`src/rtl/ms_riscv32_mp_pkg.sv`:
```
// Shared AHB-Lite constants and types for the ms_riscv32_mp core.
// Bus encodings, transfer owner enum and address-phase bundle.
package ms_riscv32_mp_pkg;

  localparam logic [1:0] HTRANS_IDLE   = 2'b00;
  localparam logic [1:0] HTRANS_NONSEQ = 2'b10;

  localparam logic [2:0] HSIZE_BYTE = 3'b000;
  localparam logic [2:0] HSIZE_HALF = 3'b001;
  localparam logic [2:0] HSIZE_WORD = 3'b010;

  typedef enum logic [1:0] {
    OWN_NONE = 2'd0,
    OWN_IF   = 2'd1,
    OWN_DM   = 2'd2
  } owner_e;

  typedef struct packed {
    logic [31:0] addr;
    logic        write;
    logic [2:0]  size;
  } ahb_aph_t;

endpackage

```
`src/rtl/ms_riscv32_mp_arb_size_dec.sv`:
```
// Byte-enable mask to AHB hsize decode for the data port.
// Unlisted masks fall back to a full word.
module ms_riscv32_mp_arb_size_dec
  import ms_riscv32_mp_pkg::*;
(
  input  logic [3:0] mask,
  output logic [2:0] hsize
);

  // Map the load/store byte enables onto a transfer size
  always_comb begin
    hsize = HSIZE_WORD;
    unique case (mask)
      4'b0011, 4'b1100:
        hsize = HSIZE_HALF;
      4'b0001, 4'b0010, 4'b0100, 4'b1000:
        hsize = HSIZE_BYTE;
      default:
        hsize = HSIZE_WORD;
    endcase
  end

endmodule

```
`src/rtl/ms_riscv32_mp_ahb_arbiter.sv`:
```
// Fetch / load-store arbiter onto one AHB-Lite master port.
// Optional fetch starvation guard: MS_RISCV32_MP_ARB_STARVE_EN.
module ms_riscv32_mp_ahb_arbiter
  import ms_riscv32_mp_pkg::*;
#(
  parameter int unsigned STARVE_LIMIT = 4
) (
  input  logic        ms_riscv32_mp_clk_in,
  input  logic        ms_riscv32_mp_rst_in,
  input  logic        if_req_in,
  input  logic [31:0] if_addr_in,
  output logic        if_gnt_out,
  output logic        if_rvalid_out,
  output logic        if_err_out,
  output logic [31:0] if_rdata_out,
  input  logic        dm_req_in,
  input  logic        dm_we_in,
  input  logic [31:0] dm_addr_in,
  input  logic [31:0] dm_wdata_in,
  input  logic [3:0]  dm_mask_in,
  output logic        dm_gnt_out,
  output logic        dm_rvalid_out,
  output logic        dm_err_out,
  output logic [31:0] dm_rdata_out,
  output logic [31:0] haddr_out,
  output logic [1:0]  htrans_out,
  output logic        hwrite_out,
  output logic [2:0]  hsize_out,
  output logic [31:0] hwdata_out,
  input  logic [31:0] hrdata_in,
  input  logic        hready_in,
  input  logic        hresp_in
);

  if (STARVE_LIMIT < 1 || STARVE_LIMIT > 15) begin : g_bad_limit
    $error("STARVE_LIMIT must be 1..15");
  end

  owner_e      owner_q;
  logic        err_q;
  logic [31:0] hwdata_q;
  logic [2:0]  dm_size;
  logic        open;
  logic        pick_if;
  logic        pick_dm;
  logic        done;
  ahb_aph_t    aph;

  ms_riscv32_mp_arb_size_dec u_size_dec (
    .mask  (dm_mask_in),
    .hsize (dm_size)
  );

`ifdef MS_RISCV32_MP_ARB_STARVE_EN
  localparam logic [3:0] LIMIT = 4'(STARVE_LIMIT);

  logic [3:0] starve_q;

  // Fetch overrides data once the data port has had its run
  always_comb begin
    pick_if = if_req_in && (starve_q >= LIMIT || !dm_req_in);
    pick_dm = dm_req_in && !pick_if;
  end

  // Count data grants that pass over a waiting fetch
  always_ff @(posedge ms_riscv32_mp_clk_in or negedge ms_riscv32_mp_rst_in) begin
    if (!ms_riscv32_mp_rst_in) begin
      starve_q <= 4'd0;
    end else if (if_gnt_out || !if_req_in) begin
      starve_q <= 4'd0;
    end else if (dm_gnt_out && starve_q != 4'hf) begin
      starve_q <= starve_q + 4'd1;
    end
  end
`else
  // Data port has fixed absolute priority
  always_comb begin
    pick_dm = dm_req_in;
    pick_if = if_req_in && !dm_req_in;
  end
`endif

  // Address phase: grant only on a free bus with no pending error
  always_comb begin
    open       = ms_riscv32_mp_rst_in && hready_in && !err_q;
    if_gnt_out = open && pick_if;
    dm_gnt_out = open && pick_dm;
    aph        = '0;
    unique case (1'b1)
      dm_gnt_out: aph = '{addr: dm_addr_in, write: dm_we_in, size: dm_size};
      if_gnt_out: aph = '{addr: if_addr_in, write: 1'b0, size: HSIZE_WORD};
      default:    aph = '0;
    endcase
    htrans_out = (if_gnt_out || dm_gnt_out) ? HTRANS_NONSEQ : HTRANS_IDLE;
    haddr_out  = aph.addr;
    hwrite_out = aph.write;
    hsize_out  = aph.size;
    hwdata_out = hwdata_q;
  end

  // Data phase: route completion back to the owner only
  always_comb begin
    done          = (owner_q != OWN_NONE) && hready_in;
    if_rvalid_out = done && (owner_q == OWN_IF);
    dm_rvalid_out = done && (owner_q == OWN_DM);
    if_err_out    = if_rvalid_out && (hresp_in || err_q);
    dm_err_out    = dm_rvalid_out && (hresp_in || err_q);
    if_rdata_out  = (if_rvalid_out && !err_q) ? hrdata_in : 32'h0;
    dm_rdata_out  = (dm_rvalid_out && !err_q) ? hrdata_in : 32'h0;
  end

  // Track owner, error first cycle and write data
  always_ff @(posedge ms_riscv32_mp_clk_in or negedge ms_riscv32_mp_rst_in) begin
    if (!ms_riscv32_mp_rst_in) begin
      owner_q  <= OWN_NONE;
      err_q    <= 1'b0;
      hwdata_q <= 32'h0;
    end else begin
      if (if_gnt_out) begin
        owner_q <= OWN_IF;
      end else if (dm_gnt_out) begin
        owner_q <= OWN_DM;
      end else if (hready_in) begin
        owner_q <= OWN_NONE;
      end
      if (hready_in) begin
        err_q <= 1'b0;
      end else if (hresp_in && owner_q != OWN_NONE) begin
        err_q <= 1'b1;
      end
      if (dm_gnt_out && dm_we_in) begin
        hwdata_q <= dm_wdata_in;
      end
    end
  end

endmodule

```
`config.mk`:
```
export PLATFORM = sky130hd
export DESIGN_NAME = ms_riscv32_mp_ahb_arbiter
export DESIGN_NICKNAME = d
export VERILOG_FILES = /design/src/rtl/ms_riscv32_mp_pkg.sv /design/src/rtl/ms_riscv32_mp_arb_size_dec.sv /design/src/rtl/ms_riscv32_mp_ahb_arbiter.sv
export SDC_FILE = /design/constraint.sdc
export NUM_CORES = 1
export LEC_CHECK = 0
export BUFFER_PORTS_ARGS = -buffer_cell sky130_fd_sc_hd__buf_2
export CAP_MARGIN = 25
export CORE_AREA = 2 2 109 111
export DETAILED_ROUTE_END_ITERATION = 16
export DIE_AREA = 0 0 111 113
export PLACE_DENSITY = 0.52
export SKIP_CTS_REPAIR_TIMING = 1
export SYNTH_ARGS = -nofsm -noshare
export SYNTH_HDL_FRONTEND = slang
export SYNTH_SLANG_ARGS = --single-unit
```
`constraint.sdc`:
```
create_clock -name ms_riscv32_mp_clk_in -period 1.7 [get_ports ms_riscv32_mp_clk_in]
set_input_delay 0.17 -clock ms_riscv32_mp_clk_in [delete_from_list [all_inputs] [get_ports ms_riscv32_mp_clk_in]]
set_output_delay 0.17 -clock ms_riscv32_mp_clk_in [all_outputs]
set_load 0.005 [all_outputs]
```
==> results.py, run 1 <==
metrics = {
    "setup_path": {
        "max_stage_delay_ns": 0.37,
        "r2r_end": "hwdata_out[20]",
        "start_kind": "flop",
        "crit_chain": "buf_4 -> nor4b_4 -> buf_6 -> buf_8 -> and2_1 -> buf_2",
        "cp.arrival_ns": 1.64,
        "rrSetupSlack_ns": 0.18,
        "r2r_start": "err_q",
        "critical_path.top_delay_family": "buffers and inverters",
        "r2r_cells": 5,
        "path_max_fanout": 8,
        "end_kind": "primary output",
        "cp_num_buf_inv": 4,
        "path_class": "reg2out",
        "required_ns": 1.53,
        "slowest_stage": "dfrtp_1",
    },
    "routing": {
        "drc": 0,
        "drtAntennaViolNets": 0,
        "post_drt_via_cell_ratio": 4.34,
        "wl_per_cell_um": 15.3,
        "first_iter_violations": 153,
        "vias": 2795,
        "routed_wl_um": 9850,
        "drt-pass1-iter-count": 4,
    },
    "floorplan": {
        "fp.dieW_um": 111,
        "die_h_um": 113,
        "die-area_mm2": 0.0125,
        "initial_core_util_pct": 19.6,
        "coreArea_mm2": 0.0113,
        "rows": 39,
        "io_pins": 279,
    },
    "yosys": {
        "ys_warn_count": 0,
        "syn_area_mm2": 0.00221,
        "synth_top_area_share_pct": 39.7,
        "postSynthCellCount": 209,
        "seq_area_frac_synth_pct": 39.7,
        "synth_area_leader_cell": "dfrtp_1",
        "synth-seq-cells": 35,
        "synth_area_leaders": "dfrtp_1 (40%), and2_1 (18%), mux2_2 (16%)",
        "ys_types": 24,
        "avgSynthCellArea_um2": 10.6,
    },
    "clocking": {
        "clock_latency_ns": 0.27,
        "clkTransAtPathRegs_ns": 0.06,
        "ctsHtreeMaxLevel": 2,
        "clock_sinks": 35,
        "root_buffer": "clkbuf_16",
        "max-clock-path-buffers": 2,
        "cts_tree": "done",
        "cts_made_buffers": 5,
    },
    "job": {
        "cap_violations": 0,
    },
    "global_routing": {
        "antenna_found_initial": 0,
        "grt_max_degree": 38,
        "use_met1_pct": 15.8,
        "track_usage_pct": 12.4,
        "grt_pass1_vias": 2607,
        "grt_pass1_wl_um": 12800,
        "busiest_layer": "met2",
        "grt.overflow.total": 0,
        "met2_usage_pct": 21.6,
        "grtUsageMet3_pct": 2.68,
    },
    "timing": {
        "min_period_ns": 1.81,
        "setup_viol": 99,
        "setup_ws_ns": -0.115,
        "clock_skew_ns": 0.00307,
        "hold_violations": 35,
        "timing.hold.ws_ns": -0.0175,
        "fmax_mhz": 551,
        "slew_violations": 0,
        "fin_crit_sh_pct": 107,
        "grt_setup_unrepaired": "true",
    },
    "run_status": {
        "outcome": "complete, but fails checks",
        "violations": "negative hold slack, negative setup slack",
    },
    "placed_design": {
        "post-dp-hpwl_um": 7150,
        "port_buffers": 276,
        "pre_cts_slack_ns": 0.135,
        "gp_congestion": 0.790,
    },
    "cells_and_area": {
        "antenna_cells": 0,
        "layout-drive-gt1-share_pct": 69.9,
        "fin_util_pct": 38.2,
        "final_nets": 639,
        "area_growth_syn_to_layout_pct": 95.0,
    },
    "hold_path": {
        "hold_class": "in2async",
    },
    "pwr": {
        "ir_drop_v": 0.000503,
        "leakagePower_nw": 2.49,
        "cellPowerDensity_mw_per_mm2": 710,
    },
}
[cell usage after synthesis]
| cell | count |
|---|---|
| and2_1 | 65 |
| dfrtp_1 | 35 |
| a22o_1 | 32 |
| mux2_2 | 31 |
| buf_2 | 7 |
| clkbuf_1 | 7 |
| buf_6 | 4 |
| a21o_1 | 3 |
| nor2_1 | 3 |
| nor2b_1 | 3 |
| and3b_1 | 2 |
| buf_4 | 2 |
| inv_1 | 2 |
| nor3b_1 | 2 |
| nor4b_1 | 2 |
| a21oi_1 | 1 |
| a31oi_1 | 1 |
| and3_1 | 1 |
| conb_1 | 1 |
| mux2_1 | 1 |
| nor4bb_1 | 1 |
| o21ai_0 | 1 |
| or2_2 | 1 |
| xnor2_1 | 1 |
[worst max path at each step]
stage,start,endpoint,slack (ns),depth (start not counted)
floorplan,err_q,haddr_out[11],0.18,5
global placement,err_q,hwdata_out[15],0.16,4
detailed placement,err_q,hwdata_out[20],0.14,4
CTS,err_q,if_rdata_out[30],-0.15,5
global route,err_q,dm_rdata_out[12],-0.21,6
finish,err_q,dm_rdata_out[4],-0.11,6
[through the flow]
step                      power [mW]  TNS, ns  instance area [um^2]  instances
final                           3.05    -8.25                  4300        644
after global routing            3.24   -15.73                  4300        644
after CTS                       3.02    -9.01                  3940        625
after detailed placement        1.98        0                  3770        617
after global placement          1.95        0                  3770        617
after floorplan                 1.46        0                  2210        210
[sequential cells by signal, summed over array words and instances (netlist names)]
signal	count
hwdata_out	32
owner_q	2
err_q	1
[placed cells by master (no fill, tap or decap)]
cell / n
buf_4: 4
nor2_1: 3
o21ai_0: 1
conb_1: 2
mux2_2: 31
clkinv_2: 1
xnor2_1: 1
a21o_1: 3
a22o_1: 32
nor4bb_1: 1
and2_1: 63
nor4b_4: 2
dfrtp_1: 34
buf_12: 6
buf_2: 275
or2_4: 1
mux2_1: 1
nor3b_1: 2
clkbuf_16: 11
nor2b_1: 3
a21oi_1: 1
bufinv_16: 1
and3b_1: 1
and3_4: 1
clkinv_4: 1
and3b_2: 1
inv_1: 2
dfrtp_2: 1
buf_8: 2
a31oi_1: 1
and2_4: 2
buf_6: 10
[where the power goes]
group          total (mW)  internal, mW  switching [mW]
Combinational       0.903         0.552           0.352
Sequential           1.12          1.03          0.0937
Clock                1.03         0.690           0.338
[layer usage]
metal,vias to the layer above,part of all wire [%]
met4,0,0.41
met2,162,52
met1,1322,39
li1,1309,-
met5,-,0
met3,2,9.0
[cell families (layout without fill, tap and decap cells)]
group | after synthesis | count (layout) | synth area share, %
muxes | 32 | 32 | 16.3
and+or+nand+nor | 80 | 80 | 23.1
buffers and inverters | 22 | 313 | 5.84
xor gates and xnor gates | 1 | 1 | 0.397
DFF | 35 | 35 | 39.7
other | 1 | 2 | 0.170
AOI/OAI and AO/OA | 38 | 38 | 14.5
[cell type report]
class / count / area [um^2]
clock buffer: 5 / 125
timing repair buffer: 303 / 1820
inverter: 2 / 7.51
fill: 1152 / 6970
multi-input combinational: 153 / 1250
clock inverter: 3 / 43.8
tap: 143 / 179
sequential: 35 / 877
No activity file was read; power rests on OpenSTA's default activity.
==> run 2, diff against run 1 <==
--- a/config.mk
+++ b/config.mk
@@ -11,6 +11,7 @@
 export DETAILED_ROUTE_END_ITERATION = 16
 export DIE_AREA = 0 0 111 113
 export PLACE_DENSITY = 0.52
+export RECOVER_POWER = 100
 export SKIP_CTS_REPAIR_TIMING = 1
 export SYNTH_ARGS = -nofsm -noshare
 export SYNTH_HDL_FRONTEND = slang
==> results.py, run 2 (synthesized netlist as in run 1, its figures left out) <==
metrics = {
    "run_status": {
        "outcome": "complete, but fails checks",
        "violations": "negative setup slack",
    },
    "global_routing": {
        "grt.overflow.total": 0,
        "track_usage_pct": 12.4,
        "grt_pass1_vias": 2607,
        "grt_max_degree": 38,
        "antenna_found_initial": 0,
        "grt_pass1_wl_um": 12800,
    },
    "timing": {
        "slew_violations": 0,
        "hold_violations": 0,
        "grt_setup_unrepaired": "true",
        "fmax_mhz": 551,
        "clock_skew_ns": 0.00287,
        "tns_ns": -8.24,
        "timing.hold.ws_ns": 0.107,
        "relSlewSlack_pct": 40.8,
        "fin_crit_sh_pct": 107,
        "worst_pin_slew_ns": 0.888,
        "setup_ws_ns": -0.115,
        "min_period_ns": 1.81,
        "setup_viol": 100,
    },
    "floorplan": {
        "die-area_mm2": 0.0125,
        "coreArea_mm2": 0.0113,
        "initial_core_util_pct": 19.6,
        "die_h_um": 113,
        "rows": 39,
        "io_pins": 279,
        "fp.dieW_um": 111,
    },
    "placed_design": {
        "place_area_mm2": 0.00377,
        "dp_cells": 617,
        "gp_congestion": 0.790,
        "post-dp-hpwl_um": 7150,
        "port_buffers": 276,
        "pre_cts_slack_ns": 0.135,
    },
    "clocking": {
        "max-clock-path-buffers": 2,
        "clkTransAtPathRegs_ns": 0.06,
        "cts_tree": "done",
        "root_buffer": "clkbuf_16",
        "clock_sinks": 35,
        "cts_made_buffers": 5,
        "ctsHtreeMaxLevel": 2,
        "clock_latency_ns": 0.27,
    },
    "cells_and_area": {
        "antenna_cells": 0,
        "layout.cells.non_filler": 644,
        "final_nets": 639,
        "layout_common_cells": "buf_2 (256), and2_1 (63), dfrtp_1 (34), a22o_1 (32), mux2_2 (31)",
        "layout_commonest_cell": "buf_2",
        "largest_reg_flops": 32,
        "final_area_mm2": 0.00425,
        "area_growth_syn_to_layout_pct": 92.5,
        "layout-drive-gt1-share_pct": 66.1,
        "fin_util_pct": 37.7,
    },
    "routing": {
        "vias": 2793,
        "wl_per_cell_um": 15.3,
        "post_drt_via_cell_ratio": 4.34,
        "drtAntennaViolNets": 0,
        "drc": 0,
        "drt-pass1-iter-count": 4,
        "first_iter_violations": 142,
        "routed_wl_um": 9850,
    },
    "setup_path": {
        "path_class": "reg2out",
        "required_ns": 1.53,
        "start_kind": "flop",
        "end_kind": "primary output",
        "path_max_fanout": 8,
        "cp.arrival_ns": 1.64,
    },
    "pwr": {
        "cellPowerDensity_mw_per_mm2": 713,
        "ir_drop_v": 0.000497,
        "power_mw": 3.03,
        "leakagePower_nw": 2.43,
    },
    "hold_path": {
        "hold_class": "in2reg",
    },
    "job": {
        "cap_violations": 0,
    },
}
[run 2: path summary, 6_finish.rpt]
check / startpoint / slack, ns / depth (start not counted) / endpoint
setup / recovery: err_q / -0.11 / 6 / dm_rdata_out[4]
hold / removal: hready_in / 0.11 / 2 / err_q
setup reg to reg: err_q / 0.07 / 5 / hwdata_out[2]
hold reg to reg: hwdata_out[1] / 0.49 / 1 / hwdata_out[1]
max in group asynchronous: ms_riscv32_mp_rst_in / 0.90 / 2 / owner_q[1]
min in group asynchronous: ms_riscv32_mp_rst_in / 0.20 / 2 / err_q
[run 2: worst max-delay path: stages, from the launching register on]
cell and delay (ns):
dfrtp_1 0.37, buf_4 0.16, nor4b_4 0.28, buf_6 0.18, buf_8 0.13, and2_1 0.13
buf_2 0.11
[run 2: per-layer routing]
layer	part of all wire [%]	GRT usage, %
met5	0	0
met4	0.41	2.58
met3	8.8	2.68
met2	52	21.6
met1	39	15.8
[run 2: power by group]
group          switching [mW]  internal, mW
sequential             0.0964          1.03
combinational           0.351         0.524
clock                   0.338         0.690
[run 2: cell type report]
| type | instances | area (um^2) |
|---|---|---|
| tap | 143 | 179 |
| fill | 1171 | 7030 |
| clock buffer | 5 | 125 |
| inverter | 2 | 7.51 |
| clock inverter | 3 | 43.8 |
| multi-input combinational | 153 | 1240 |
| sequential | 35 | 877 |
| timing repair buffer | 303 | 1770 |
